File: src/rtl/layer_sched.sv
// layer_sched: walks a frame across LAYERS layer controllers in index order.
// Each enabled layer gets a one-cycle start pulse, must acknowledge by raising
// busy within ACK_TMO cycles, and is then waited on until it finishes.
// After the last layer a programmable reset gap runs before frame_done.
// A start request arriving mid-frame is remembered (one deep) and replayed
// immediately after the current frame.
module layer_sched #(
  parameter int LAYERS  = 8,
  parameter int ACK_TMO = 15
) (
  input  logic                        clk_i,
  input  logic                        rst_i,
  input  logic                        start_i,
  input  logic [LAYERS-1:0]           layer_en_i,
  input  logic [LAYERS-1:0]           layer_busy_i,
  input  logic [15:0]                 gap_cnt_i,
  output logic [LAYERS-1:0]           layer_start_o,
  output logic [$clog2(LAYERS)-1:0]   layer_sel_o,
  output logic                        busy_o,
  output logic                        frame_done_o,
  output logic                        ack_err_o
);

  localparam int SW    = $clog2(LAYERS);
  localparam int ACK_W = $clog2(ACK_TMO + 1);
  localparam logic [SW-1:0]    LAST_SEL = SW'(LAYERS - 1);
  localparam logic [ACK_W-1:0] ACK_LAST = ACK_W'(ACK_TMO - 1);

  typedef enum logic [2:0] {
    ST_IDLE  = 3'd0,
    ST_EVAL  = 3'd1,
    ST_START = 3'd2,
    ST_ACK   = 3'd3,
    ST_RUN   = 3'd4,
    ST_GAP   = 3'd5,
    ST_DONE  = 3'd6
  } state_t;

  state_t            r_state;
  state_t            w_state_next;
  logic [SW-1:0]     r_sel;
  logic [SW-1:0]     w_sel_next;
  logic              r_pending;
  logic              w_pending_next;
  logic [ACK_W-1:0]  r_ack_cnt;
  logic [ACK_W-1:0]  w_ack_cnt_next;
  logic [15:0]       r_gap_cnt;
  logic [15:0]       w_gap_cnt_next;
  logic              r_ack_err;
  logic              w_ack_err_next;
  logic              w_advance;
  logic [LAYERS-1:0] w_start_next;
  logic [LAYERS-1:0] r_layer_start;
  logic              r_busy;
  logic              r_frame_done;

  // Next-state, counter and flag logic for the sequencer.
  always_comb begin
    w_state_next   = r_state;
    w_sel_next     = r_sel;
    w_pending_next = r_pending;
    w_ack_cnt_next = r_ack_cnt;
    w_gap_cnt_next = r_gap_cnt;
    w_ack_err_next = r_ack_err;
    w_advance      = 1'b0;

    // A start seen mid-frame is queued; DONE consumes start_i directly.
    if (start_i && (r_state != ST_IDLE) && (r_state != ST_DONE)) begin
      w_pending_next = 1'b1;
    end

    case (r_state)
      ST_IDLE: begin
        if (start_i) begin
          w_sel_next   = '0;
          w_state_next = ST_EVAL;
        end
      end
      ST_EVAL: begin
        if (layer_en_i[r_sel]) begin
          w_state_next = ST_START;
        end else begin
          w_advance = 1'b1;
        end
      end
      ST_START: begin
        w_ack_cnt_next = '0;
        w_state_next   = ST_ACK;
      end
      ST_ACK: begin
        if (layer_busy_i[r_sel]) begin
          w_state_next = ST_RUN;
        end else if (r_ack_cnt == ACK_LAST) begin
          // This cycle is the ACK_TMO-th without an acknowledge: give up on it.
          w_ack_err_next = 1'b1;
          w_advance      = 1'b1;
        end else begin
          w_ack_cnt_next = r_ack_cnt + 1'b1;
        end
      end
      ST_RUN: begin
        if (!layer_busy_i[r_sel]) begin
          w_advance = 1'b1;
        end
      end
      ST_GAP: begin
        // Exit on 0 or 1 so a programmed gap of 0 still costs one cycle.
        if (r_gap_cnt <= 16'd1) begin
          w_state_next = ST_DONE;
        end else begin
          w_gap_cnt_next = r_gap_cnt - 16'd1;
        end
      end
      ST_DONE: begin
        if (r_pending || start_i) begin
          w_pending_next = 1'b0;
          w_sel_next     = '0;
          w_state_next   = ST_EVAL;
        end else begin
          w_state_next = ST_IDLE;
        end
      end
      default: begin
        w_state_next = ST_IDLE;
      end
    endcase

    if (w_advance) begin
      if (r_sel == LAST_SEL) begin
        w_gap_cnt_next = gap_cnt_i;
        w_state_next   = ST_GAP;
      end else begin
        w_sel_next   = r_sel + 1'b1;
        w_state_next = ST_EVAL;
      end
    end
  end

  // One-hot start decode from the next state so the pulse lines up with START.
  genvar gi;
  generate
    for (gi = 0; gi < LAYERS; gi++) begin : g_start
      assign w_start_next[gi] = (w_state_next == ST_START) && (w_sel_next == SW'(gi));
    end
  endgenerate

  // State register.
  always_ff @(posedge clk_i) begin
    if (rst_i) begin
      r_state <= ST_IDLE;
    end else begin
      r_state <= w_state_next;
    end
  end

  // Datapath registers and registered outputs.
  always_ff @(posedge clk_i) begin
    if (rst_i) begin
      r_sel         <= '0;
      r_pending     <= 1'b0;
      r_ack_cnt     <= '0;
      r_gap_cnt     <= '0;
      r_ack_err     <= 1'b0;
      r_layer_start <= '0;
      r_busy        <= 1'b0;
      r_frame_done  <= 1'b0;
    end else begin
      r_sel         <= w_sel_next;
      r_pending     <= w_pending_next;
      r_ack_cnt     <= w_ack_cnt_next;
      r_gap_cnt     <= w_gap_cnt_next;
      r_ack_err     <= w_ack_err_next;
      r_layer_start <= w_start_next;
      r_busy        <= (w_state_next != ST_IDLE);
      r_frame_done  <= (w_state_next == ST_DONE);
    end
  end

  assign layer_start_o = r_layer_start;
  assign layer_sel_o   = r_sel;
  assign busy_o        = r_busy;
  assign frame_done_o  = r_frame_done;
  assign ack_err_o     = r_ack_err;

endmodule

File: config.mk
export PLATFORM = sky130hd
export DESIGN_NAME = layer_sched
export DESIGN_NICKNAME = d
export VERILOG_FILES = /design/src/rtl/layer_sched.sv
export SDC_FILE = /design/constraint.sdc
export NUM_CORES = 1
export LEC_CHECK = 0
export BUFFER_PORTS_ARGS = -buffer_cell sky130_fd_sc_hd__clkbuf_2
export CAP_MARGIN = 15
export CORE_UTILIZATION = 24
export CTS_CLUSTER_DIAMETER = 30
export DETAILED_ROUTE_END_ITERATION = 12
export GPL_ROUTABILITY_DRIVEN = 0
export GPL_TIMING_DRIVEN = 1
export HOLD_SLACK_MARGIN = 0.12
export SETUP_SLACK_MARGIN = 0.4
export SLEW_MARGIN = 20
export SYNTH_ARGS = -nofsm -noshare
export SYNTH_HDL_FRONTEND = slang
export SYNTH_SLANG_ARGS = --single-unit
File: constraint.sdc
create_clock -name clk_i -period 2.9 [get_ports clk_i]
set_input_delay 0.29 -clock clk_i [delete_from_list [all_inputs] [get_ports clk_i]]
set_output_delay 0.29 -clock clk_i [all_outputs]
set_load 0.005 [all_outputs]
Word-level counts from Yosys, hierarchy flattened
Cells that the tools add are included.
- bits in registers: 38
- input bits: 35
- logic and storage cells: 85
- add/subtract/negate cells: 3
- order comparisons: 2
- eq/ne operators: 20
- multiplexer cells: 32
- bitwise operators: 1
- reduce and logical (&&, ||, !) cells: 18
- operators by type and width (cell ; number):
    $mux W16 ; 4
    $mux W3 ; 10
    $eq A3 B3 Y1 const B ; 9
    $pmux W3 S7 ; 1
    $le A16 B1 Y1 const B ; 1
    $sub A16 B1 Y16 const B ; 1
    $eq A3 B2 Y1 const B ; 5
    $logic_and A1 B1 Y1 ; 10
    $mux W1 ; 10
    $mux W4 ; 2
    $pmux W4 S2 ; 1
    $bmux W1 S3 ; 2
    $eq A3 B1 Y1 const B ; 2
    $logic_not A3 Y1 ; 2
    $pmux W3 S2 ; 1
    $reduce_and A3 Y1 ; 2
    $reduce_bool A3 Y1 ; 2
    $add A4 B1 Y4 const B ; 1
    $eq A4 B4 Y1 const B ; 1
    $lt A3 B4 Y1 const B ; 1
    $ne A2 B2 Y1 const B ; 2
    $add A3 B1 Y3 const B ; 1
    $ne A3 B3 Y1 const B ; 1
    $pmux W1 S3 ; 1
    other kinds (3) ; 3

Longest topological paths before layout
- word-level depth: 7
- mapped depth: 8

Least setup slack after synthesis
Ideal clock, no wire load.
- kind: reg-to-reg
- start: register r_sel[0], in the netlist layer_sel_o[0]
- end: register r_layer_start[0], in the netlist layer_start_o[0]
- arrival time: 2.106 ns
- required time: 2.797 ns
- slack: 0.690 ns
- cell stages (with the launch flop): 7
- path buffers: 1
- cell sequence: dfxtp_1 buf_6 mux2i_1 mux4_2 a32o_1 or4_1 a2111oi_2
- cells in the longest elaborated chain, start to end: 7
- elaborated cells between the ends (all ways): 23
- classes of those cells: add/sub (1); eq/ne (2); mux (18); reduce/logical (2)
- RTL lines (what ; RTL line ; text):
    start, declared ; 41 ; logic [SW-1:0] r_sel;
    start signal, assigned ; 168 ; r_sel <= w_sel_next;
    $bmux W1 S3, on equally long branches ; 91, 102, 80 ;
    $mux W1, on equally long branches ; 91, 102, 80 ;
    $mux W3, or another cell as far along ; 91 ; if (layer_busy_i[r_sel]) begin
    $pmux W3 S7 / $pmux W1 S3 (equally long branches) ; 72 ; case (r_state)
    $mux W3 ; 128 ; if (w_advance) begin
    $eq A3 B2 Y1 / $logic_not A3 Y1 (equally long branches) ; 143 ; assign w_start_next[gi] = (w_state_next == ST_START) && (w_sel_next == SW'(gi));
    $logic_and A1 B1 Y1 * ; 143 ;
    end signal, assigned ; 173 ; r_layer_start <= w_start_next;
    end, declared ; 53 ; logic [LAYERS-1:0] r_layer_start;
Every way passes the cells marked *; elsewhere a longest branch is shown, timed or not. The select of a mux whose other input is x is not followed.
A chain may end at the register's enable or synchronous reset.

Final worst setup path
Ends and elaborated chain as after synthesis.

==> flow_metrics.py <==
metrics = {
    "yosys": {
        "ys_seq_elements": 38,
        "ys_top_cells_by_count": "dfxtp_1, nor2_1, a211oi_1, a21oi_1, nand2_1",
        "syn_inst": 257,
        "synthMuxAreaShare_pct": 8.14,
        "synth_compound_area_share_pct": 17.0,
        "synthesis.nets": 298,
        "synthesis.area_um2": 2230,
        "yosys.area_share.simple_pct": 26.4,
        "synthArstFlopShare_pct": 0,
        "synth_edf_count": 0,
        "synth_most_common_cell": "dfxtp_1",
        "synthFlopType": "dfxtp_1",
        "synth_top_area_share_pct": 34.1,
        "avgSynthCellArea_um2": 8.67,
        "synth_adder_area_share_pct": 3.37,
        "synth_top_family_by_area": "simple AND/OR/NAND/NOR gates",
        "ys_warn_count": 0,
        "yosysTopAreaCell": "dfxtp_1",
        "ys_types": 50,
        "synth-seq-area-share_pct": 34.1,
        "synth_xor_area_share_pct": 4.32,
        "yosys-top-cells-area": "dfxtp_1, nor2_1, a211oi_1",
    },
    "die": {
        "die_h_um": 98.4,
        "die_width_um": 98.4,
        "num_rows": 34,
        "die_area_um2": 9670,
        "start_util_pct": 25.2,
        "ios": 49,
        "core_um2": 8850,
    },
    "drt": {
        "drt_iter0_markers": 65,
        "vias_per_cell": 4.93,
        "drt-total-wl_um": 5170,
        "ant_nets": 0,
        "dr.pass1.iters": 8,
        "wl_per_cell_um": 12.7,
        "vias": 2013,
        "drc": 5,
    },
    "place": {
        "io_buffers": 48,
        "hpwl_um": 3680,
        "post_dp_cell_area_um2": 2530,
        "dpl.cell_count": 400,
        "post-place-ws_ns": 0.243,
    },
    "critical_path": {
        "start_kind": "flop",
        "rr_worst_depth": 5,
        "cp.required_ns": 3.09,
        "crit_path_end_kind": "flop",
        "regToRegEndpoint": "layer_start_o[0]",
        "rrSetupSlack_ns": 0.49,
        "critical_path_class": "flop to flop",
        "arrival_ns": 2.60,
        "rr_startpoint": "layer_sel_o[0]",
        "path_max_fanout": 13,
    },
    "hold_path": {
        "holdCritPathClass": "input port to flop",
        "whs_path_depth": 3,
        "min_to": "r_gap_cnt[5]",
        "hold_start": "gap_cnt_i[5]",
    },
    "run_status": {
        "outcome": "finished with violations",
        "failed_checks": "design-rule violations",
    },
    "final_layout": {
        "diodes": 0,
        "ff_latch_area_um2": 764,
        "fin_cells": 408,
        "final_util_pct": 30.2,
        "layout-drive-gt1-share_pct": 27.0,
        "stdcell_area_um2": 2680,
        "multiInputGateArea_um2": 1330,
        "fillers": 962,
        "syn2layout_area_growth_pct": 20.0,
        "nNetsFinal": 340,
    },
    "clock_tree": {
        "cts-htree-levels": 2,
        "cts_inserted_buffers": 5,
        "clock_path_buffers": 2,
        "clk_pin_slew_ns": 0.08,
        "cts_tree": "yes",
        "clock-sinks": 38,
        "cts_root_buffer": "clkbuf_8",
        "clock_latency_ns": 0.29,
    },
    "global_routing": {
        "grt_util_all_layers_pct": 11.5,
        "grt_pass1_vias": 1955,
        "antenna_found_initial": 0,
        "grt_pass1_wl_um": 9070,
        "overflow": 0,
        "grt_max_degree": 40,
    },
    "timing": {
        "setup_viol": 0,
        "finalMaxSlewViolations": 0,
        "max_clock_freq_ghz": 0.415,
        "fin_ws_ns": 0.491,
        "fin_worst_skew_ns": 0.00549,
        "period_share_pct": 83.1,
        "hold_viol": 0,
        "worst_pin_slew_ns": 0.790,
        "tns_ns": 0,
        "slew_headroom_pct": 47.3,
        "timing.hold.ws_ns": 0.267,
        "rsz0062_at_grt": "true",
        "finalCriticalPeriod_ns": 2.41,
    },
    "power": {
        "power_density_nw_per_um2": 574,
        "vdd_drop_max_v": 0.000192,
        "switching_power_mw": 0.449,
        "power.share.clock_pct": 36.5,
        "power_frac_seq_pct": 40.5,
        "internal_power_mw": 1.09,
        "combPwrFrac_pct": 23.1,
        "power_mw": 1.54,
        "swShare_pct": 29.2,
        "p_leak_nw": 0.977,
    },
    "flow_run": {
        "drv_cap": 0,
    },
}
[cells in the final DEF (no fill, tap or decap), types with 2 or more instances in the layout]
cell type	count
or2_2	3
nand3_1	5
o22ai_1	2
nor3b_1	2
a311oi_1	3
inv_1	7
dfxtp_1	35
nor2_1	37
a21oi_1	16
mux2i_1	7
clkbuf_8	6
nand2b_1	6
or3_1	3
a211oi_1	16
mux2_2	2
buf_4	5
nand4_1	2
o211ai_1	3
nor4_1	7
bufinv_16	2
nand3b_1	4
clkbuf_2	48
dfxtp_2	3
nand4b_1	2
o21ai_0	4
mux4_1	2
nand2_1	13
a31oi_1	5
nor3_1	5
or4_1	8
o31ai_1	2
ha_1	6
or3b_2	2
xnor2_1	11
[registers in the layout, summed over array words and instances (netlist names)]
signal	flops
r_pending	1
r_ack_cnt	4
r_state	3
busy_o	1
ack_err_o	1
layer_sel_o	3
layer_start_o	8
r_gap_cnt	16
frame_done_o	1
[repair_timing]
item / 4_1_cts / 5_1_grt
resized for setup: 2 / 2
buffers inserted: 0 / 0
setup endpoints to repair: 11 / 9
hold buffers: 0 / 0
[worst max-delay path by stage]
| stage | from | to | slack [ns] | cells after the start |
|---|---|---|---|---|
| 6_report | layer_sel_o[0] | layer_start_o[0] | 0.49 | 5 |
| 2_1_floorplan | layer_sel_o[0] | layer_start_o[0] | 0.69 | 6 |
| 3_5_place_dp | layer_sel_o[0] | layer_start_o[0] | 0.24 | 5 |
| 3_3_place_gp | layer_sel_o[0] | layer_start_o[0] | 0.31 | 5 |
| 5_1_grt | layer_sel_o[0] | layer_start_o[0] | 0.38 | 5 |
| 4_1_cts | layer_sel_o[0] | layer_start_o[0] | 0.41 | 5 |
[kinds of logic (layout without fill, tap and decap cells)]
group	count (synthesis)	count (layout)
AOI/OAI and AO/OA	56	56
buffers and inverters	25	68
and+or+nand+nor	108	108
muxes	13	13
DFF	38	38
xor gates and xnor gates	11	11
adders and majority gates	6	6
[power by group through the flow]
stage	clock network (mW)	logic (mW)	registers, mW
after floorplan	0	0.333	0.585
after CTS	0.577	0.354	0.621
after global placement	0	0.346	0.630
after detailed placement	0	0.349	0.633
after global routing	0.597	0.400	0.632
final	0.560	0.354	0.622
[critical path: stages (launching register included)]
cell and delay, ns:
dfxtp_2 0.50, mux2i_1 0.13, mux4_2 0.54, a32o_2 0.35, or4_1 0.44, a2111oi_2 0.35
[cell type report]
| cell class | count | area share (%) |
|---|---|---|
| Multi-Input combinational cell | 194 | 49.7 |
| Inverter | 7 | 0.982 |
| Clock buffer | 6 | 3.09 |
| Clock inverter | 2 | 2.25 |
| Sequential cell | 38 | 28.6 |
| Timing Repair Buffer | 53 | 10.4 |
| Tap cell | 108 | 5.05 |
[per-layer routing]
metal  GRT usage, %  wire [µm]
met5              0          0
met4           2.18         19
met3           2.79        320
met2           19.3       2420
met1           15.0       2410
No activity file was read; power rests on OpenSTA's default activity.
